### src/rtl/el2_lsu_fault_pipe.sv
// LSU fault staging pipe: carries D-stage address-check faults through M and R,
// presents the R-stage error packet, and keeps a sticky first-fault record with
// a saturating count of faults lost while the record was occupied.
module el2_lsu_fault_pipe #(
    parameter int unsigned ADDR_W  = 32,
    parameter int unsigned CAUSE_W = 4,
    parameter int unsigned DROP_W  = 8
) (
    input  logic               i_lsu_c2_m_clk,
    input  logic               i_rst,
    input  logic               i_pkt_valid_d,
    input  logic               i_pkt_store_d,
    input  logic               i_pkt_dma_d,
    input  logic               i_pkt_fast_int_d,
    input  logic               i_access_fault_d,
    input  logic               i_misaligned_fault_d,
    input  logic [CAUSE_W-1:0] i_exc_mscause_d,
    input  logic [ADDR_W-1:0]  i_start_addr_d,
    input  logic               i_fir_dccm_err_d,
    input  logic               i_fir_nondccm_err_d,
    input  logic               i_flush_r,
    input  logic               i_capt_ack,
    output logic               o_error_valid_r,
    output logic               o_error_store_r,
    output logic               o_error_exc_type_r,
    output logic [CAUSE_W-1:0] o_error_mscause_r,
    output logic [ADDR_W-1:0]  o_error_addr_r,
    output logic [1:0]         o_fir_err_r,
    output logic               o_capt_valid,
    output logic               o_capt_store,
    output logic               o_capt_exc_type,
    output logic [CAUSE_W-1:0] o_capt_mscause,
    output logic [ADDR_W-1:0]  o_capt_addr,
    output logic [DROP_W-1:0]  o_drop_cnt
);

    localparam logic [DROP_W-1:0] DropOne = DROP_W'(1);

    // D-stage qualification
    logic         w_fault_d;
    logic         w_exc_type_d;
    logic [1:0]   w_fir_d;
    logic         w_keep;
    logic         w_free;
    logic         w_drop_sat;

    // M stage
    logic               r_valid_m;
    logic               r_store_m;
    logic               r_exc_type_m;
    logic [CAUSE_W-1:0] r_mscause_m;
    logic [ADDR_W-1:0]  r_addr_m;
    logic [1:0]         r_fir_m;

    // R stage
    logic               r_valid_r;
    logic               r_store_r;
    logic               r_exc_type_r;
    logic [CAUSE_W-1:0] r_mscause_r;
    logic [ADDR_W-1:0]  r_addr_r;
    logic [1:0]         r_fir_r;

    // Capture record
    logic               r_capt_valid;
    logic               r_capt_store;
    logic               r_capt_exc_type;
    logic [CAUSE_W-1:0] r_capt_mscause;
    logic [ADDR_W-1:0]  r_capt_addr;
    logic [DROP_W-1:0]  r_drop_cnt;

    // DMA never faults; misaligned takes priority over access
    assign w_fault_d    = i_pkt_valid_d & ~i_pkt_dma_d & (i_access_fault_d | i_misaligned_fault_d);
    assign w_exc_type_d = ~i_misaligned_fault_d;
    assign w_fir_d      = {i_fir_nondccm_err_d, i_fir_dccm_err_d} &
                          {2{i_pkt_valid_d & i_pkt_fast_int_d}};
    assign w_keep       = ~i_flush_r;
    // An ack frees the record for a fault arriving on the same edge
    assign w_free       = ~r_capt_valid | i_capt_ack;
    assign w_drop_sat   = &r_drop_cnt;

    // M stage: advances every clock; flush clears only valid/fir bits
    always_ff @(posedge i_lsu_c2_m_clk) begin
        if (i_rst) begin
            r_valid_m    <= 1'b0;
            r_store_m    <= 1'b0;
            r_exc_type_m <= 1'b0;
            r_mscause_m  <= '0;
            r_addr_m     <= '0;
            r_fir_m      <= 2'b00;
        end else begin
            r_valid_m    <= w_fault_d & w_keep;
            r_store_m    <= i_pkt_store_d;
            r_exc_type_m <= w_exc_type_d;
            r_mscause_m  <= i_exc_mscause_d;
            r_addr_m     <= i_start_addr_d;
            r_fir_m      <= w_fir_d & {2{w_keep}};
        end
    end

    // R stage: follows M every clock; flush clears only valid/fir bits
    always_ff @(posedge i_lsu_c2_m_clk) begin
        if (i_rst) begin
            r_valid_r    <= 1'b0;
            r_store_r    <= 1'b0;
            r_exc_type_r <= 1'b0;
            r_mscause_r  <= '0;
            r_addr_r     <= '0;
            r_fir_r      <= 2'b00;
        end else begin
            r_valid_r    <= r_valid_m & w_keep;
            r_store_r    <= r_store_m;
            r_exc_type_r <= r_exc_type_m;
            r_mscause_r  <= r_mscause_m;
            r_addr_r     <= r_addr_m;
            r_fir_r      <= r_fir_m & {2{w_keep}};
        end
    end

    // Sticky first-fault record and saturating dropped-fault counter
    always_ff @(posedge i_lsu_c2_m_clk) begin
        if (i_rst) begin
            r_capt_valid    <= 1'b0;
            r_capt_store    <= 1'b0;
            r_capt_exc_type <= 1'b0;
            r_capt_mscause  <= '0;
            r_capt_addr     <= '0;
            r_drop_cnt      <= '0;
        end else begin
            if (r_valid_r & w_free) begin
                r_capt_valid    <= 1'b1;
                r_capt_store    <= r_store_r;
                r_capt_exc_type <= r_exc_type_r;
                r_capt_mscause  <= r_mscause_r;
                r_capt_addr     <= r_addr_r;
            end else if (i_capt_ack) begin
                // Fields are held so the TLU may still read them after ack
                r_capt_valid <= 1'b0;
            end

            if (i_capt_ack) begin
                r_drop_cnt <= '0;
            end else if (r_valid_r & r_capt_valid & ~w_drop_sat) begin
                r_drop_cnt <= r_drop_cnt + DropOne;
            end
        end
    end

    assign o_error_valid_r    = r_valid_r;
    assign o_error_store_r    = r_store_r;
    assign o_error_exc_type_r = r_exc_type_r;
    assign o_error_mscause_r  = r_mscause_r;
    assign o_error_addr_r     = r_addr_r;
    assign o_fir_err_r        = r_fir_r;
    assign o_capt_valid       = r_capt_valid;
    assign o_capt_store       = r_capt_store;
    assign o_capt_exc_type    = r_capt_exc_type;
    assign o_capt_mscause     = r_capt_mscause;
    assign o_capt_addr        = r_capt_addr;
    assign o_drop_cnt         = r_drop_cnt;

endmodule
### config.mk
export PLATFORM = sky130hd
export DESIGN_NAME = el2_lsu_fault_pipe
export DESIGN_NICKNAME = d
export VERILOG_FILES = /design/src/rtl/el2_lsu_fault_pipe.sv
export SDC_FILE = /design/constraint.sdc
export NUM_CORES = 1
export LEC_CHECK = 0
export CORE_ASPECT_RATIO = 1.75
export CORE_UTILIZATION = 30
export DETAILED_ROUTE_END_ITERATION = 8
export SYNTH_ARGS = -nofsm -noshare
export SYNTH_HDL_FRONTEND = slang
export SYNTH_SLANG_ARGS = --single-unit
### constraint.sdc
create_clock -name i_lsu_c2_m_clk -period 2.85 [get_ports i_lsu_c2_m_clk]
set_input_delay 0.7125 -clock i_lsu_c2_m_clk [delete_from_list [all_inputs] [get_ports i_lsu_c2_m_clk]]
set_output_delay 0.7125 -clock i_lsu_c2_m_clk [all_outputs]
set_load 0.01 [all_outputs]
==> flow_summary_export.csv, run 1 <==
group,metric,value,unit
floorplanning,die-area,14500,um^2
grt,first_global_vias,3138,
clock_network,clk_pin_slew,0.06,ns
critical_path,reg2reg_slack,1.00,ns
grt,grt_pass1_wl,15700,um
floorplanning,dieWidth,91.6,um
synth,avgSynthCellArea,10.4,um^2
grt,grt_busiest_layer,"met2",
pwr,power.leakage,2.21,nW
sta,fmax,423,MHz
synth,ys_top_cells_by_count,"dfxtp_1, nor2b_1, nand3_1",
critical_path,cp_slowest_stage_delay,0.62,ns
pwr,ir_drop,423,uV
synth,synth-edff-count,0,
grt,met3_usage,5.17,%
clock_network,htreeDepth,4,
critical_path,worstPathRequired,2.14,ns
cells_and_area,layout.nets,581,
grt,grt_start_max_net_pins,70,
sta,finalCriticalPeriod,2.36,ns
sta,slew_headroom,51.2,%
route,route.detailed.vias_per_inst,4.52,
route,drt_iter0_markers,127,
clock_network,cts_buffers,17,
clock_network,clock_latency,0.41,ns
route,wl,9730,um
sta,fin_tns_setup,0,ns
critical_path,crit_fanout,23,
route,wl_per_cell,13.5,um
pwr,p_per_area,679,nW/um^2
critical_path,worst_setup_path_end_kind,"primary output",
clock_network,cts_tree,"yes",
synth,synth-seq-cells,129,
floorplanning,start_util,31.1,%
critical_path,path_delay_family,"flip-flops",
critical_path,crit_arrival,1.65,ns
clock_network,clock_path_buffers,2,
synth,synth_top_area_share,61.3,%
route,vias,3247,
sta,tightest_slew,0.731,ns
clock_network,cts-root-buf,"clkbuf_16",
critical_path,cp_num_buf_inv,1,
critical_path,cp_slowest_cell,"dfxtp_2",
synth,yosysMostFrequentCell,"dfxtp_1",
sta,finalCritPeriodShare,82.9,%
floorplanning,ios,136,
grt,grt_usage,13.9,%
place,io_buffer_count,135,
outcome,status,"finished clean",
cells_and_area,syn2layout_area_growth,49.0,%
synth,ys_seq_area_share,61.3,%
critical_path,path_class,"register to primary output",
cells_and_area,stdcell_count,719,
flow_run,cap_violations,0,
clock_network,cts_resized,0,
sta,skew,0.00980,ns
synth,netlist_area,4210,um^2
cells_and_area,finish.instance_area,6270,um^2
synth,synth_area_leader_cell,"dfxtp_1",
synth,syn_nets,453,
clock_network,clock-sinks,129,
sta,worst_slack,0.487,ns
route,ant_nets,0,
route,drc,0,
grt,overflow,0,
sta,rsz0062_at_grt,"no",
synth,netlist_instances,404,
floorplanning,num_rows,56,
clock_network,cts_setup_buffers,0,
place,place_area,5670,um^2
min_path,hold_path.class,"register to register",
sta,hold_viol,0,
synth,synth_cell_type_count,38,
synth,async_flop_share,0,%
cells_and_area,antenna_cells,0,
synth,synth-main-ff-cell,"dfxtp_1",
grt,met2_usage,23.7,%
critical_path,critical_path.cell_chain,"clkdlybuf4s50_1",
floorplanning,core-area,13500,um^2
place,gp_congestion,0.717,
route,dr.pass1.iters,4,
synth,yosysWarnings,0,
sta,setup_viol,0,
place,dp_cells,687,
place,post-place-ws,0.547,ns
floorplanning,dieHeight,159,um
sta,slew_violations,0,
critical_path,cp-start-kind,"register",
synth,yosys-top-cells-area,"dfxtp_1, nor2b_1, nand3_1",
place,dp_hpwl,6650,um
grt,grt_util_met1,14.3,%
sta,whs,0.427,ns
clock_network,hold_buffers,0,
cells_and_area,layout-drive-gt1-share,11.9,%
grt,antenna_found_initial,0,
## area by class of cell
cell class / count / area [um^2]
fill: 1230 / 7250
sequential: 129 / 2580
multi-input combinational: 240 / 1450
timing repair buffer: 140 / 1400
clock buffer: 17 / 425
tap: 174 / 218
clock inverter: 15 / 180
inverter: 4 / 15.0
## logic make-up (layout without fill, tap and decap cells)
logic type,after synthesis,after routing,synth area share [%]
mux,3,3,0.713
simple gates,146,146,20.2
fa+ha+maj,1,1,0.297
compound gates,90,90,13.3
flops,129,129,61.3
buf+inv,35,176,4.22
## worst paths after layout
kind,startpoint,cells past startpoint,to
worst max register to register,o_error_valid_r$_SDFF_PP0_,4,o_capt_store$_SDFFE_PP0P_
worst min register to register,r_fir_m[1]$_SDFF_PP0_,1,o_fir_err_r[1]$_SDFF_PP0_
worst max-delay path,o_error_valid_r$_SDFF_PP0_,1,o_error_valid_r
worst min-delay path,r_fir_m[1]$_SDFF_PP0_,1,o_fir_err_r[1]$_SDFF_PP0_
## through the flow
step	util [%]	power (mW)
6_report	46.4	4.26
5_1_grt	46.4	4.41
4_1_cts	46.4	4.31
3_5_place_dp	41.9	2.11
3_3_place_gp	41.9	2.11
2_1_floorplan	-	1.99
## where the power goes
group          leakage, nW  switching [mW]  internal (mW)
logic                0.860          0.0724          0.124
registers             1.06          0.0192           1.86
clock network        0.290           0.807           1.38
total                 2.21           0.898           3.36
## routing by layer
metal	share of wire [%]	wire, um	up-vias
met5	0	0	-
met2	53	5110	103
met1	38	3710	1503
met4	2.8	274	0
met3	6.5	634	19
li1	-	-	1622
## sequential cells by signal, indices dropped and copies added, names as in the netlist
register,flops
o_capt_store,1
o_capt_mscause,4
o_capt_exc_type,1
r_fir_m,2
o_fir_err_r,2
o_drop_cnt,8
r_mscause_m,4
r_exc_type_m,1
o_error_exc_type_r,1
o_error_valid_r,1
o_error_addr_r,32
o_error_store_r,1
r_valid_m,1
o_error_mscause_r,4
o_capt_valid,1
r_addr_m,32
r_store_m,1
o_capt_addr,32
## layout by cell type (no fill, tap or decap), types with 4 or more instances in the layout
cell type        Yosys  final
o21ai_0             18     18
clkdlybuf4s50_1      0    134
nand3_1             39     39
clkbuf_16            0     17
dfxtp_1            129    128
o21ai_2             10     10
and4_1               4      4
nand2_1              7      7
buf_4                4      5
inv_6                0      4
nor2b_1             76     76
a21oi_2             11     11
o21ai_1             10     10
a21oi_1             32     32
nor2_1               5      5
## worst reg2reg max path, cell delays in order (launching register included)
cell and delay [ns]:
dfxtp_2 0.62, buf_4 0.37, inv_2 0.34, o21ai_0 0.29, a21oi_1 0.09
No activity file was read; power rests on OpenSTA's default activity.
==> run 2: changes to the inputs <==
clock period = 2.5 ns   (was 2.85 ns; I/O delays follow)
==> flow_summary_export.csv, run 2 (same netlist as run 1, synthesis figures left out) <==
group,metric,value,unit
sta,rsz0062_at_grt,"no",
critical_path,path_class,"register to primary output",
route,ant_nets,0,
sta,finalCritPeriodShare,83.8,%
outcome,status,"finished clean",
floorplanning,ios,136,
floorplanning,dieHeight,159,um
floorplanning,dieWidth,91.6,um
route,dr.pass1.iters,4,
route,wl_per_cell,13.7,um
pwr,p_per_area,787,nW/um^2
sta,fmax,478,MHz
pwr,power.leakage,2.21,nW
critical_path,cp-start-kind,"register",
cells_and_area,finish.instance_area,6290,um^2
clock_network,cts_tree,"yes",
critical_path,cp_slowest_cell,"clkdlybuf4s50_1",
clock_network,cts_buffers,17,
sta,skew,0.00751,ns
sta,fin_tns_setup,0,ns
clock_network,hold_buffers,0,
cells_and_area,final_cell_mix,"clkdlybuf4s50_1, dfxtp_1, nor2b_1",
critical_path,cp_slowest_stage_delay,0.59,ns
sta,slew_headroom,46.3,%
floorplanning,die-area,14500,um^2
critical_path,worstPathRequired,1.88,ns
cells_and_area,layout.nets,581,
critical_path,path_delay_family,"buffers and inverters",
floorplanning,core-area,13500,um^2
grt,grt_usage,14.1,%
clock_network,clk_pin_slew,0.06,ns
sta,hold_viol,0,
clock_network,clock_path_buffers,2,
grt,grt_pass1_wl,15700,um
cells_and_area,layout_commonest_cell,"clkdlybuf4s50_1",
cells_and_area,layout-drive-gt1-share,11.6,%
sta,tightest_slew,0.806,ns
pwr,pwr-share-seq,43.1,%
route,vias,3223,
floorplanning,start_util,31.1,%
sta,finalCriticalPeriod,2.09,ns
pwr,comb_power_share,4.5,%
clock_network,cts_setup_buffers,0,
critical_path,crit_fanout,8,
grt,overflow,0,
grt,grt_busiest_layer,"met2",
sta,slew_violations,0,
grt,met2_usage,24.0,%
route,drc,0,
pwr,p_int,3.95,mW
clock_network,htreeDepth,4,
grt,grt_start_max_net_pins,70,
critical_path,crit_arrival,1.47,ns
place,gp_congestion,0.747,
pwr,p_switching,1.00,mW
critical_path,worst_setup_path_end_kind,"primary output",
critical_path,cp_num_buf_inv,1,
critical_path,reg2reg_slack,0.86,ns
clock_network,cts-root-buf,"clkbuf_16",
pwr,clkPwrFrac,52.3,%
place,place_area,5670,um^2
flow_run,cap_violations,0,
route,drt_iter0_markers,82,
grt,grt_util_met1,14.4,%
sta,setup_viol,0,
clock_network,clock_latency,0.40,ns
clock_network,cts_resized,0,
cells_and_area,syn2layout_area_growth,49.5,%
grt,met3_usage,5.36,%
route,wl,9840,um
pwr,ir_drop,426,uV
clock_network,clock-sinks,129,
place,dp_hpwl,6600,um
grt,antenna_found_initial,0,
cells_and_area,antenna_cells,0,
floorplanning,num_rows,56,
grt,first_global_vias,3100,
pwr,switching_share,20.2,%
route,route.detailed.vias_per_inst,4.49,
place,io_buffer_count,135,
critical_path,critical_path.cell_chain,"clkdlybuf4s50_1",
min_path,hold_path.class,"register to register",
## run 2: changes by cell type in the layout (fill, tap and decap cells not counted)
cell and delta:
clkbuf_8 +1, clkbuf_1 +1, bufinv_16 +1, inv_6 -2, clkinv_2 -2
## run 2: area by class of cell
cell class | instances | area [um^2]
Inverter | 4 | 15.0
Tap cell | 174 | 218
Sequential cell | 129 | 2580
Fill cell | 1261 | 7230
Multi-Input combinational cell | 240 | 1450
Timing Repair Buffer | 140 | 1400
Clock buffer | 19 | 443
Clock inverter | 12 | 183
## run 2: routing by layer
metal | vias to the layer above | share of wire (%)
met3 | 13 | 7.6
met4 | 0 | 2.2
met2 | 111 | 52
li1 | 1625 | -
met1 | 1474 | 38
met5 | - | 0
## run 2: power groups by stage
stage / clock network, mW / logic, mW / registers (mW)
detailed placement: 0 / 0.227 / 2.18
global placement: 0 / 0.225 / 2.18
finish: 2.59 / 0.224 / 2.14
CTS: 2.66 / 0.227 / 2.14
global route: 2.75 / 0.244 / 2.14
floorplan: 0 / 0.0761 / 2.19
## run 2: worst paths after layout
| path | from | endpoint | depth (start not counted) |
|---|---|---|---|
| setup / recovery | o_capt_valid$_SDFFE_PP0P_ | o_capt_valid | 1 |
| hold reg to reg | r_fir_m[0]$_SDFF_PP0_ | o_fir_err_r[0]$_SDFF_PP0_ | 1 |
| hold / removal | r_fir_m[0]$_SDFF_PP0_ | o_fir_err_r[0]$_SDFF_PP0_ | 1 |
| setup reg to reg | o_capt_valid$_SDFFE_PP0P_ | o_capt_exc_type$_SDFFE_PP0P_ | 3 |
## run 2: per-stage QoR
| stage | utilization [%] | worst slack, ns | total power [mW] | instances | hold slack (ns) |
|---|---|---|---|---|---|
| floorplan | - | 1.11 | 2.27 | 404 | 0.406 |
| global placement | 41.9 | 0.226 | 2.41 | 687 | 0.416 |
| detailed placement | 41.9 | 0.186 | 2.41 | 687 | 0.413 |
| CTS | 46.5 | 0.378 | 5.02 | 718 | 0.428 |
| global route | 46.5 | 0.329 | 5.14 | 718 | 0.437 |
| finish | 46.5 | 0.406 | 4.96 | 718 | 0.425 |
==> run 3: changes to the inputs <==
clock period = 2.2 ns   (was 2.5 ns; I/O delays follow)
==> flow_summary_export.csv, run 3 (same netlist as run 1, synthesis figures left out) <==
group,metric,value,unit
sta,fmax,500,MHz
clock_network,hold_buffers,0,
route,dr.pass1.iters,6,
pwr,switching_share,20.1,%
clock_network,clock-sinks,129,
floorplanning,dieHeight,159,um
pwr,power.leakage,2.23,nW
grt,grt_usage,14.5,%
place,dp_hpwl,6780,um
critical_path,r2r_end,"o_capt_addr[12]$_SDFFE_PP0P_",
sta,slew_headroom,48.7,%
clock_network,cts_buffers,17,
floorplanning,ios,136,
pwr,p_total,5.63,mW
sta,setup_viol,0,
pwr,comb_power_share,4.5,%
floorplanning,dieWidth,91.6,um
critical_path,r2r_cells,4,
route,drt_iter0_markers,122,
clock_network,cts-root-buf,"clkbuf_16",
place,io_buffer_count,135,
pwr,p_per_area,889,nW/um^2
pwr,ir_drop,627,uV
route,ant_nets,0,
critical_path,reg2reg_slack,0.54,ns
clock_network,clk_pin_slew,0.06,ns
floorplanning,start_util,31.1,%
clock_network,htreeDepth,4,
route,wl_per_cell,13.8,um
clock_network,clock_path_buffers,2,
critical_path,crit_start,"o_capt_valid$_SDFFE_PP0P_",
outcome,status,"finished clean",
min_path,hold_path.class,"register to register",
clock_network,cts_setup_buffers,0,
cells_and_area,syn2layout_area_growth,50.4,%
flow_run,cap_violations,0,
pwr,clkPwrFrac,52.3,%
critical_path,crit_fanout,8,
critical_path,cp-start-kind,"register",
route,vias,3255,
floorplanning,core-area,13500,um^2
critical_path,crit_arrival,1.45,ns
critical_path,cp_num_buf_inv,1,
floorplanning,num_rows,56,
sta,slew_violations,0,
grt,antenna_found_initial,0,
critical_path,cp_slowest_stage_delay,0.59,ns
sta,fin_tns_setup,0,ns
cells_and_area,antenna_cells,0,
sta,rsz0062_at_grt,"no",
critical_path,crit_end,"o_capt_valid",
clock_network,cts_resized,0,
cells_and_area,layout_commonest_cell,"clkdlybuf4s50_1",
critical_path,worst_setup_path_end_kind,"primary output",
place,gp_congestion,0.760,
cells_and_area,final_cell_mix,"clkdlybuf4s50_1, dfxtp_1, nor2b_1",
cells_and_area,layout.nets,582,
floorplanning,die-area,14500,um^2
pwr,pwr-share-seq,43.2,%
cells_and_area,n_fill_cell,1249,
critical_path,worstPathRequired,1.65,ns
sta,finalCritPeriodShare,90.9,%
clock_network,cts_tree,"yes",
grt,grt_start_max_net_pins,70,
pwr,p_switching,1.13,mW
route,wl,9960,um
sta,skew,0.00709,ns
grt,overflow,0,
sta,finalCriticalPeriod,2.00,ns
critical_path,critical_path.cell_chain,"clkdlybuf4s50_1",
critical_path,path_delay_family,"buffers and inverters",
critical_path,r2r-start,"o_error_valid_r$_SDFF_PP0_",
grt,grt_pass1_wl,16300,um
route,route.detailed.vias_per_inst,4.52,
critical_path,crit_cells,1,
clock_network,clock_latency,0.40,ns
grt,first_global_vias,3392,
sta,tightest_slew,0.768,ns
route,drc,0,
pwr,p_int,4.50,mW
sta,hold_viol,0,
critical_path,path_class,"register to primary output",
critical_path,cp_slowest_cell,"clkdlybuf4s50_1",
cells_and_area,layout-drive-gt1-share,11.7,%
## run 3: changes by cell type in the layout (fill, tap and decap cells not counted), sizes merged
| cell | change |
|---|---|
| buf | +1 |
| clkbuf | +1 |
| clkinv | +1 |
| inv | -1 |
## run 3: how the worst min path moves through the flow
stage	slack [ns]	startpoint	end	cells after the start
final	0.42	r_valid_m$_SDFF_PP0_	o_error_valid_r$_SDFF_PP0_	1
after global routing	0.44	r_valid_m$_SDFF_PP0_	o_error_valid_r$_SDFF_PP0_	1
after CTS	0.43	r_valid_m$_SDFF_PP0_	o_error_valid_r$_SDFF_PP0_	1
after detailed placement	0.41	r_valid_m$_SDFF_PP0_	o_error_valid_r$_SDFF_PP0_	1
after global placement	0.41	r_valid_m$_SDFF_PP0_	o_error_valid_r$_SDFF_PP0_	1
after floorplan	0.41	r_valid_m$_SDFF_PP0_	o_error_valid_r$_SDFF_PP0_	1
## run 3: cell type report
class / count / area, um^2 / area share [%]
sequential: 129 / 2580 / 40.8
multi-input combinational: 240 / 1450 / 23.0
timing repair buffer: 141 / 1430 / 22.6
clock buffer: 20 / 447 / 7.06
tap: 174 / 218 / 3.44
clock inverter: 12 / 183 / 2.89
inverter: 4 / 15.0 / 0.237
## run 3: power groups by stage
stage | sequential [mW] | combinational [mW] | clock (mW)
after detailed placement | 2.48 | 0.259 | 0
after global placement | 2.48 | 0.255 | 0
final | 2.43 | 0.256 | 2.94
after global routing | 2.44 | 0.278 | 3.13
after CTS | 2.43 | 0.260 | 3.01
after floorplan | 2.49 | 0.0865 | 0
## run 3: metal layers
metal | up-vias | share of wire, % | track usage (%)
met4 | 0 | 3.1 | 8.51
met3 | 26 | 7.6 | 5.84
met1 | 1498 | 37 | 14.2
met2 | 111 | 52 | 25.2
met5 | - | 0 | 0
li1 | 1620 | - | -
## run 3: metrics by stage
| step | util, % | setup WS, ns | hold slack (ns) | cell area [um^2] | instances |
|---|---|---|---|---|---|
| floorplan | - | 0.881 | 0.406 | 4210 | 404 |
| global placement | 42.2 | 0.170 | 0.414 | 5700 | 688 |
| detailed placement | 42.2 | 0.116 | 0.411 | 5700 | 688 |
| CTS | 46.8 | 0.177 | 0.425 | 6330 | 720 |
| global route | 46.8 | 0.123 | 0.437 | 6330 | 720 |
| finish | 46.8 | 0.200 | 0.423 | 6330 | 720 |
